<file path="src/rtl/alu_muldiv.sv">
// rtl/alu_muldiv.sv - iterative radix-2 HI/LO multiply/divide unit
module alu_muldiv #(
  parameter int WIDTH = 16
) (
  input  logic             clk,
  input  logic             rst_n,
  input  logic             start,
  input  logic [1:0]       op,
  input  logic [WIDTH-1:0] a,
  input  logic [WIDTH-1:0] b,
  output logic             busy,
  output logic             done,
  output logic             div0,
  output logic [WIDTH-1:0] hi,
  output logic [WIDTH-1:0] lo
);

  typedef enum logic [1:0] {IDLE, CALC, FIX, DONE} state_t;

  state_t             state;
  logic [4:0]         cnt;
  logic [2*WIDTH:0]   acc;
  logic [WIDTH-1:0]   m;
  logic [WIDTH-1:0]   a_raw;
  logic               is_div;
  logic               qneg;
  logic               rneg;

  logic [WIDTH-1:0]   a_abs;
  logic [WIDTH-1:0]   b_abs;
  logic [WIDTH:0]     msum;
  logic [WIDTH+1:0]   dsh;
  logic [WIDTH+1:0]   ddiff;
  logic [2*WIDTH:0]   acc_step;
  logic [2*WIDTH-1:0] prod;
  logic [WIDTH-1:0]   quot;
  logic [WIDTH-1:0]   rem;
  logic [WIDTH-1:0]   hi_n;
  logic [WIDTH-1:0]   lo_n;

  always_comb begin
    a_abs = (op[1] && a[WIDTH-1]) ? -a : a;
    b_abs = (op[1] && b[WIDTH-1]) ? -b : b;
  end

  // acc holds {partial, multiplier} for MUL and {remainder, dividend} for DIV
  always_comb begin
    msum     = {1'b0, acc[2*WIDTH-1:WIDTH]} + (acc[0] ? {1'b0, m} : '0);
    dsh      = acc[2*WIDTH:WIDTH-1];
    ddiff    = dsh - {2'b00, m};
    acc_step = '0;
    if (!is_div)
      acc_step = {1'b0, msum, acc[WIDTH-1:1]};
    else if (!ddiff[WIDTH+1])
      acc_step = {ddiff[WIDTH:0], acc[WIDTH-2:0], 1'b1};
    else
      acc_step = {dsh[WIDTH:0], acc[WIDTH-2:0], 1'b0};
  end

  always_comb begin
    prod = qneg ? -acc[2*WIDTH-1:0] : acc[2*WIDTH-1:0];
    quot = qneg ? -acc[WIDTH-1:0] : acc[WIDTH-1:0];
    rem  = rneg ? -acc[2*WIDTH-1:WIDTH] : acc[2*WIDTH-1:WIDTH];
    hi_n = prod[2*WIDTH-1:WIDTH];
    lo_n = prod[WIDTH-1:0];
    if (is_div) begin
      if (m == '0) begin
        hi_n = a_raw;
        lo_n = '1;
      end else begin
        hi_n = rem;
        lo_n = quot;
      end
    end
  end

  always_ff @(posedge clk or negedge rst_n) begin
    if (!rst_n) begin
      state  <= IDLE;
      cnt    <= '0;
      acc    <= '0;
      m      <= '0;
      a_raw  <= '0;
      is_div <= 1'b0;
      qneg   <= 1'b0;
      rneg   <= 1'b0;
      busy   <= 1'b0;
      done   <= 1'b0;
      div0   <= 1'b0;
      hi     <= '0;
      lo     <= '0;
    end else begin
      case (state)
        IDLE: begin
          if (start) begin
            is_div <= op[0];
            qneg   <= op[1] & (a[WIDTH-1] ^ b[WIDTH-1]);
            rneg   <= op[1] & a[WIDTH-1];
            a_raw  <= a;
            m      <= op[0] ? b_abs : a_abs;
            acc    <= {{(WIDTH+1){1'b0}}, (op[0] ? a_abs : b_abs)};
            cnt    <= '0;
            busy   <= 1'b1;
            state  <= CALC;
          end
        end
        CALC: begin
          acc <= acc_step;
          cnt <= cnt + 5'd1;
          if (cnt == 5'(WIDTH-1))
            state <= FIX;
        end
        FIX: begin
          hi    <= hi_n;
          lo    <= lo_n;
          div0  <= is_div && (m == '0);
          done  <= 1'b1;
          state <= DONE;
        end
        DONE: begin
          done  <= 1'b0;
          busy  <= 1'b0;
          state <= IDLE;
        end
        default: state <= IDLE;
      endcase
    end
  end

endmodule

</file>
<file path="config.mk">
export PLATFORM = sky130hd
export DESIGN_NAME = alu_muldiv
export DESIGN_NICKNAME = d
export VERILOG_FILES = /design/src/rtl/alu_muldiv.sv
export SDC_FILE = /design/constraint.sdc
export NUM_CORES = 1
export LEC_CHECK = 0
export ABC_AREA = 1
export BUFFER_PORTS_ARGS = -buffer_cell sky130_fd_sc_hd__buf_2
export CORE_MARGIN = 5
export CORE_UTILIZATION = 41
export DETAILED_ROUTE_END_ITERATION = 10
export PLACE_DENSITY_LB_ADDON = 0.08
export SLEW_MARGIN = 20
export SYNTH_ARGS = -nofsm -noshare
export SYNTH_HDL_FRONTEND = slang
export SYNTH_SLANG_ARGS = --single-unit
export TNS_END_PERCENT = 20
</file>
<file path="constraint.sdc">
create_clock -name clk -period 6.4 [get_ports clk]
set_input_delay 0.32 -clock clk [delete_from_list [all_inputs] [get_ports clk]]
set_output_delay 0.32 -clock clk [all_outputs]
set_load 0.01 [all_outputs]
</file>
* Word-level counts from Yosys, hierarchy flattened *
Index checks and enable logic that the tools add are counted.
Widths: inputs -> output; s select.

storage, ports and cells
  input bits = 37
  bits in registers = 110
  logic and storage cells = 66
  output and inout bits = 35

cells by class
  reductions and logical operators = 12
  add/sub/neg operators = 8
  bitwise logic cells = 3
  eq/ne operators = 6
  multiplexer cells = 24

operators by type and width
  kind                 number
  $mux 16              11
  $mux 33              3
  $pmux 33 s2          1
  $neg 16->16          4
  $mux 32              1
  $neg 32->32          1
  $sub 18x16->18       1
  $add 16x16->17       1
  $logic_not 16->1     1
  $pmux 5 s2           1
  $pmux 2 s4           1
  $reduce_and 2->1     4
  $reduce_bool 2->1    3
  $add 5x1->5 const B  1
  $eq 5x4->1 const B   1
  $mux 5               1
  $eq 2x2->1 const B   2
  $mux 2               2
  $ne 2x2->1 const B   2
  $pmux 1 s2           2
  $logic_and 1x1->1    3
  $and 1x1->1          2
  $eq 2x1->1 const B   1
  $logic_not 2->1      1
  other kinds (2)      2

* Depth between registers and ports, before layout *
  word-level depth = 5
  gate-level depth with buffers = 20
  mapped depth without buffers = 18

* Worst setup path after synthesis *
Ideal clock, no wire load.

  kind = reg-to-reg
  start = register acc[0]
  end = register acc[25]
  setup time = 116 ps
  arrival time = 2360 ps
  stages on the path, launching flop included = 19
  path slack = 3923 ps
  cell sequence = dfrtp_1 buf_2 buf_1 nand2_1 inv_1 ha_1 inv_1 fa_1 inv_1 nand3_1 nand2_1 nand2_1 nand2_1 a21oi_1 or2_2 nand3_1 nand2_1 nand2_1 nand2_1

on the way
  word-level cells in the longest chain between the ends = 4

ends and longest elaborated chain
  item                      line  RTL
  start: declaration        22    logic [2*WIDTH:0] acc;
  start signal: assignment  101   acc <= {{(WIDTH+1){1'b0}}, (op[0] ? a_abs : b_abs)};
  start signal: assignment  108   acc <= acc_step;
  $mux 16                   48    msum = {1'b0, acc[2*WIDTH-1:WIDTH]} + (acc[0] ? {1'b0, m} : '0);
  $add 16x16->17            48
  $mux 33                   52    if (!is_div)
  $pmux 33 s2               93    case (state)

No other way between the ends.
A chain may end at the register's enable or synchronous reset.

* Final worst setup path *
  start = register state[1]
  end = register acc[0]

on the way
  word-level cells in the longest chain between the ends = 3
  elaborated cells between the ends (all ways) = 6
  classes of those cells = eq/ne: 2; mux: 1; reduce/logical: 3

ends and longest elaborated chain
  item                                                       line  RTL
  start: declaration                                         20    state_t state;
  start signal: assignment                                   79    state <= IDLE;
  start signal: assignment                                   104   state <= CALC;
  start signal: assignment                                   111   state <= FIX;
  $eq 2x1->1 or $logic_not 2->1 (tied branches)              93
  $reduce_bool 2->1 (no line) or $ne 2x2->1 (tied branches)  -
  $reduce_and 2->1 (no line)                                 -

Parallel ways exist; a longest one is shown, timed or not.

==> reports/metrics.csv <==
stage;metric;value;unit
status;run_status;completed;
cells_and_area;antennaDiodeCount;0;
sta;setup-violations-final;0;
sta;post-route-worst-setup-slack;3670;ps
power;switching_power;0.00304;W
sta;fin_crit_sh;0.426;
cells_and_area;num-fill-cells;2393;
clocking;ctsLongestPathBuffers;2;
clocking;cts_root_buffer;clkbuf_16;
global_routing;grt_pass1_wl;47.6;mm
route;drt_pass1_iterations;5;
logic_synthesis;synth_compound_area_frac;0.157;
floorplanning;die_width;160;µm
logic_synthesis;muxShareOfSynthArea;0;
critical_path;cell_with_the_biggest_individual_delay_on_the_critical_path;inv_1;
logic_synthesis;largest_family_of_logic_cells_by_synthesized_area;simple AND/OR/NAND/NOR gates;
place;post_dp_cell_area;0.00973;mm²
clocking;worstSkewPairLatency;360;ps
cells_and_area;area_growth_syn_to_layout;8.81;%
sta;slew-limit-headroom;0.303;
route;wirelength;30.1;mm
sta;totalNegativeSetupSlack;0;ps
clocking;cts_hold_repair.buffers;0;
sta;post_layout_min_period;2730;ps
power;p_leak;5.20;nW
critical_path;cp_cell_sequence;inv_1 > ha_1 > inv_2 > o21ai_1 > buf_4 > inv_1 > a21oi_1 > a21oi_1;
power;power.density_cell_area;559;mW/mm²
critical_path;timing.critical_path.arrival;2970;ps
power;comb_pwr_share;0.646;
clocking;post_cts_resized;0;
power;p_int;0.00255;W
place;port-buffer-count;71;
global_routing;grt_overflow;0;
cells_and_area;seq_area;0.00275;mm²
cells_and_area;layout_commonest_cell;nand2_1;
logic_synthesis;yosys.area_share.adder;0.0615;
clocking;tritoncts;built;
power;vdd_ir_drop_max;0.165;mV
critical_path;ff_to_ff_start;state[1]$_DFFE_PN0P_;
clocking;cts_post_setup_buffers_inserted;0;
sta;skew;9.64;ps
logic_synthesis;count_of_flip_flops_with_a_built_in_enable_after_synthesis;0;
critical_path;timing.critical_path.slowest_cell_delay;490;ps
logic_synthesis;postSynth.topFlopCell;dfrtp_1;
critical_path;crit_start_category;flip-flop;
critical_path;reg2regPathDepth;8;
clocking;htree_levels;3;
logic_synthesis;synth.yosys.warnings;0;
clocking;path_clk_slew;80;ps
floorplanning;die_height;160;µm
logic_synthesis;syn_inst;1436;
place;place_congestion;0.916;
logic_synthesis;yosysSeqAreaShare;0.300;
hold_path;hold_path_class;in2async;
power;seq_power_share;0.255;
floorplanning;dieArea;0.0255;mm²
global_routing;grt_antenna_before_repair;1;
logic_synthesis;synth.cell_area;0.00919;mm²
critical_path;nature_of_the_critical_path_endpoint;flip-flop;
critical_path;critPathMaxFanout;32;
sta;clock.fmax;367;MHz
power;total_power;0.00559;W
route;detail-route-antenna-nets;0;
floorplanning;start_util;0.419;
route;detailedRoute.firstIterationViolations;769;
cells_and_area;nNetsFinal;1556;
route;drc;0;
cells_and_area;multi_input_area;0.00551;mm²
cells_and_area;layout.cells.most_common_list;nand2_1, inv_1, nand3_1, a21oi_1, nor2_1;
floorplanning;floorplan.io_pins;72;
sta;slew_viol_final;0;
sta;worstMarginPinSlew;1040;ps
logic_synthesis;postSynthNetCount;1517;
logic_synthesis;count_of_different_cell_masters_after_synthesis;41;
job;max-cap-violations;0;
cells_and_area;final_design_area_no_fill;0.0100;mm²
floorplanning;placementRows;54;
clocking;tritoncts_num_sinks;110;
sta;finalHoldViolations;0;
logic_synthesis;synthSimpleGateAreaFrac;0.335;
critical_path;cp.required;6640;ps
cells_and_area;share_of_layout_cells_above_drive_strength_1;0.0791;
logic_synthesis;synth_async_sr_flop_share;1.00;
logic_synthesis;post_synth_xor_area_fraction;0.0467;
place;worst_slack_placed;3710;ps
route;drt-vias-per-instance;5.30;
clocking;numCtsBuffers;9;
global_routing;pin_count_of_the_biggest_net_entering_global_routing;58;
route;vias;9323;
critical_path;rrSetupSlack;3670;ps
logic_synthesis;number_of_synthesized_register_bits;110;
logic_synthesis;syn_area_per_cell;6.40;µm²
critical_path;cp_class;reg2reg;
global_routing;grt_use_total;0.231;
floorplanning;fp.coreArea;0.0220;mm²
critical_path;r2r_end;acc[0]$_DFFE_PN0P_;
route;wl_per_instance;17.1;µm
global_routing;number_of_global_route_vias_before_repair;8559;
sta;grt_setup_unrepaired;false;
power;power_frac_clock;0.099;
power;p_sw_frac;0.544;
place;hpwlAfterDp;23.7;mm
## cells in the mapped netlist, types with 3 or more instances
| library cell | number | area, µm² |
|---|---|---|
| nand3b_1 | 4 | 30.0 |
| nor3_1 | 22 | 110 |
| inv_1 | 180 | 676 |
| a21oi_1 | 119 | 596 |
| xor2_1 | 34 | 298 |
| clkbuf_1 | 31 | 116 |
| nand2_1 | 417 | 1570 |
| o211ai_1 | 15 | 113 |
| nand4_1 | 20 | 125 |
| or2_2 | 3 | 18.8 |
| nand3_1 | 133 | 666 |
| inv_2 | 6 | 22.5 |
| nor2_2 | 5 | 31.3 |
| xnor2_1 | 15 | 131 |
| nand2_2 | 6 | 37.5 |
| o221ai_1 | 7 | 61.3 |
| nor2_1 | 112 | 420 |
| ha_1 | 42 | 526 |
| o31ai_1 | 3 | 22.5 |
| buf_2 | 9 | 45.0 |
| a31oi_1 | 10 | 62.6 |
| o21ai_0 | 100 | 500 |
| dfrtp_1 | 110 | 2750 |
| buf_1 | 6 | 22.5 |
| o21bai_1 | 3 | 22.5 |
## logic make-up after synthesis
| family | after synthesis |
|---|---|
| AOI/OAI and AO/OA | 266 |
| xor gates and xnor gates | 49 |
| adders and majority gates | 44 |
| buffers and inverters | 238 |
| DFF | 110 |
| and+or+nand+nor | 729 |
## layer usage
metal  part of all wire  global-route usage
met5                  0                   0
met4             0.0074              0.0351
met3              0.072              0.0332
met2               0.43               0.347
met1               0.49               0.357
## worst max path at each step
stage                         start  slack (ps)             endpoint
6_report       state[1]$_DFFE_PN0P_        3670   acc[0]$_DFFE_PN0P_
5_1_grt        state[1]$_DFFE_PN0P_        3380   acc[8]$_DFFE_PN0P_
4_1_cts        state[1]$_DFFE_PN0P_        3700   acc[9]$_DFFE_PN0P_
3_5_place_dp   state[1]$_DFFE_PN0P_        3710  acc[15]$_DFFE_PN0P_
3_3_place_gp    acc[19]$_DFFE_PN0P_        3750  acc[21]$_DFFE_PN0P_
2_1_floorplan    acc[0]$_DFFE_PN0P_        3920  acc[25]$_DFFE_PN0P_
## stage by stage
| step | hold slack [ps] | util | instances |
|---|---|---|---|
| 2_1_floorplan | 24.4 | - | 1436 |
| 3_3_place_gp | 427 | 0.443 | 1744 |
| 3_5_place_dp | 442 | 0.443 | 1744 |
| 4_1_cts | 53.7 | 0.455 | 1759 |
| 5_1_grt | 78.1 | 0.455 | 1759 |
| 6_report | 8.73 | 0.455 | 1759 |
## area by class of cell
class                           instances  share of cell area
Clock buffer                           10              0.0229
Timing Repair Buffer                   78              0.0410
Tap cell                              280              0.0350
Clock inverter                          5             0.00413
Sequential cell                       110               0.275
Multi-Input combinational cell       1088               0.551
Inverter                              188              0.0706
## power groups by stage
stage | Clock [W] | Combinational [W] | Sequential (W)
floorplan | 0 | 0.00271 | 0.00131
global placement | 0 | 0.00356 | 0.00143
detailed placement | 0 | 0.00358 | 0.00143
CTS | 0.000567 | 0.00359 | 0.00142
global route | 0.000592 | 0.00410 | 0.00147
finish | 0.000555 | 0.00361 | 0.00142
## critical path: cells and delay by family (launching register included)
family,cells,cell delay [ps]
buffers and inverters,4,1170
AO/OA/AOI/OAI,3,600
flip-flops,1,410
adder cells (fa/ha/maj),1,410
## flip-flops by register name (all words and copies together) (netlist names)
register,cells
busy,1
qneg,1
rneg,1
lo,16
div0,1
hi,16
acc,33
cnt,5
a_raw,16
state,2
m,16
done,1
is_div,1
Power figures use the tool's default switching activity.
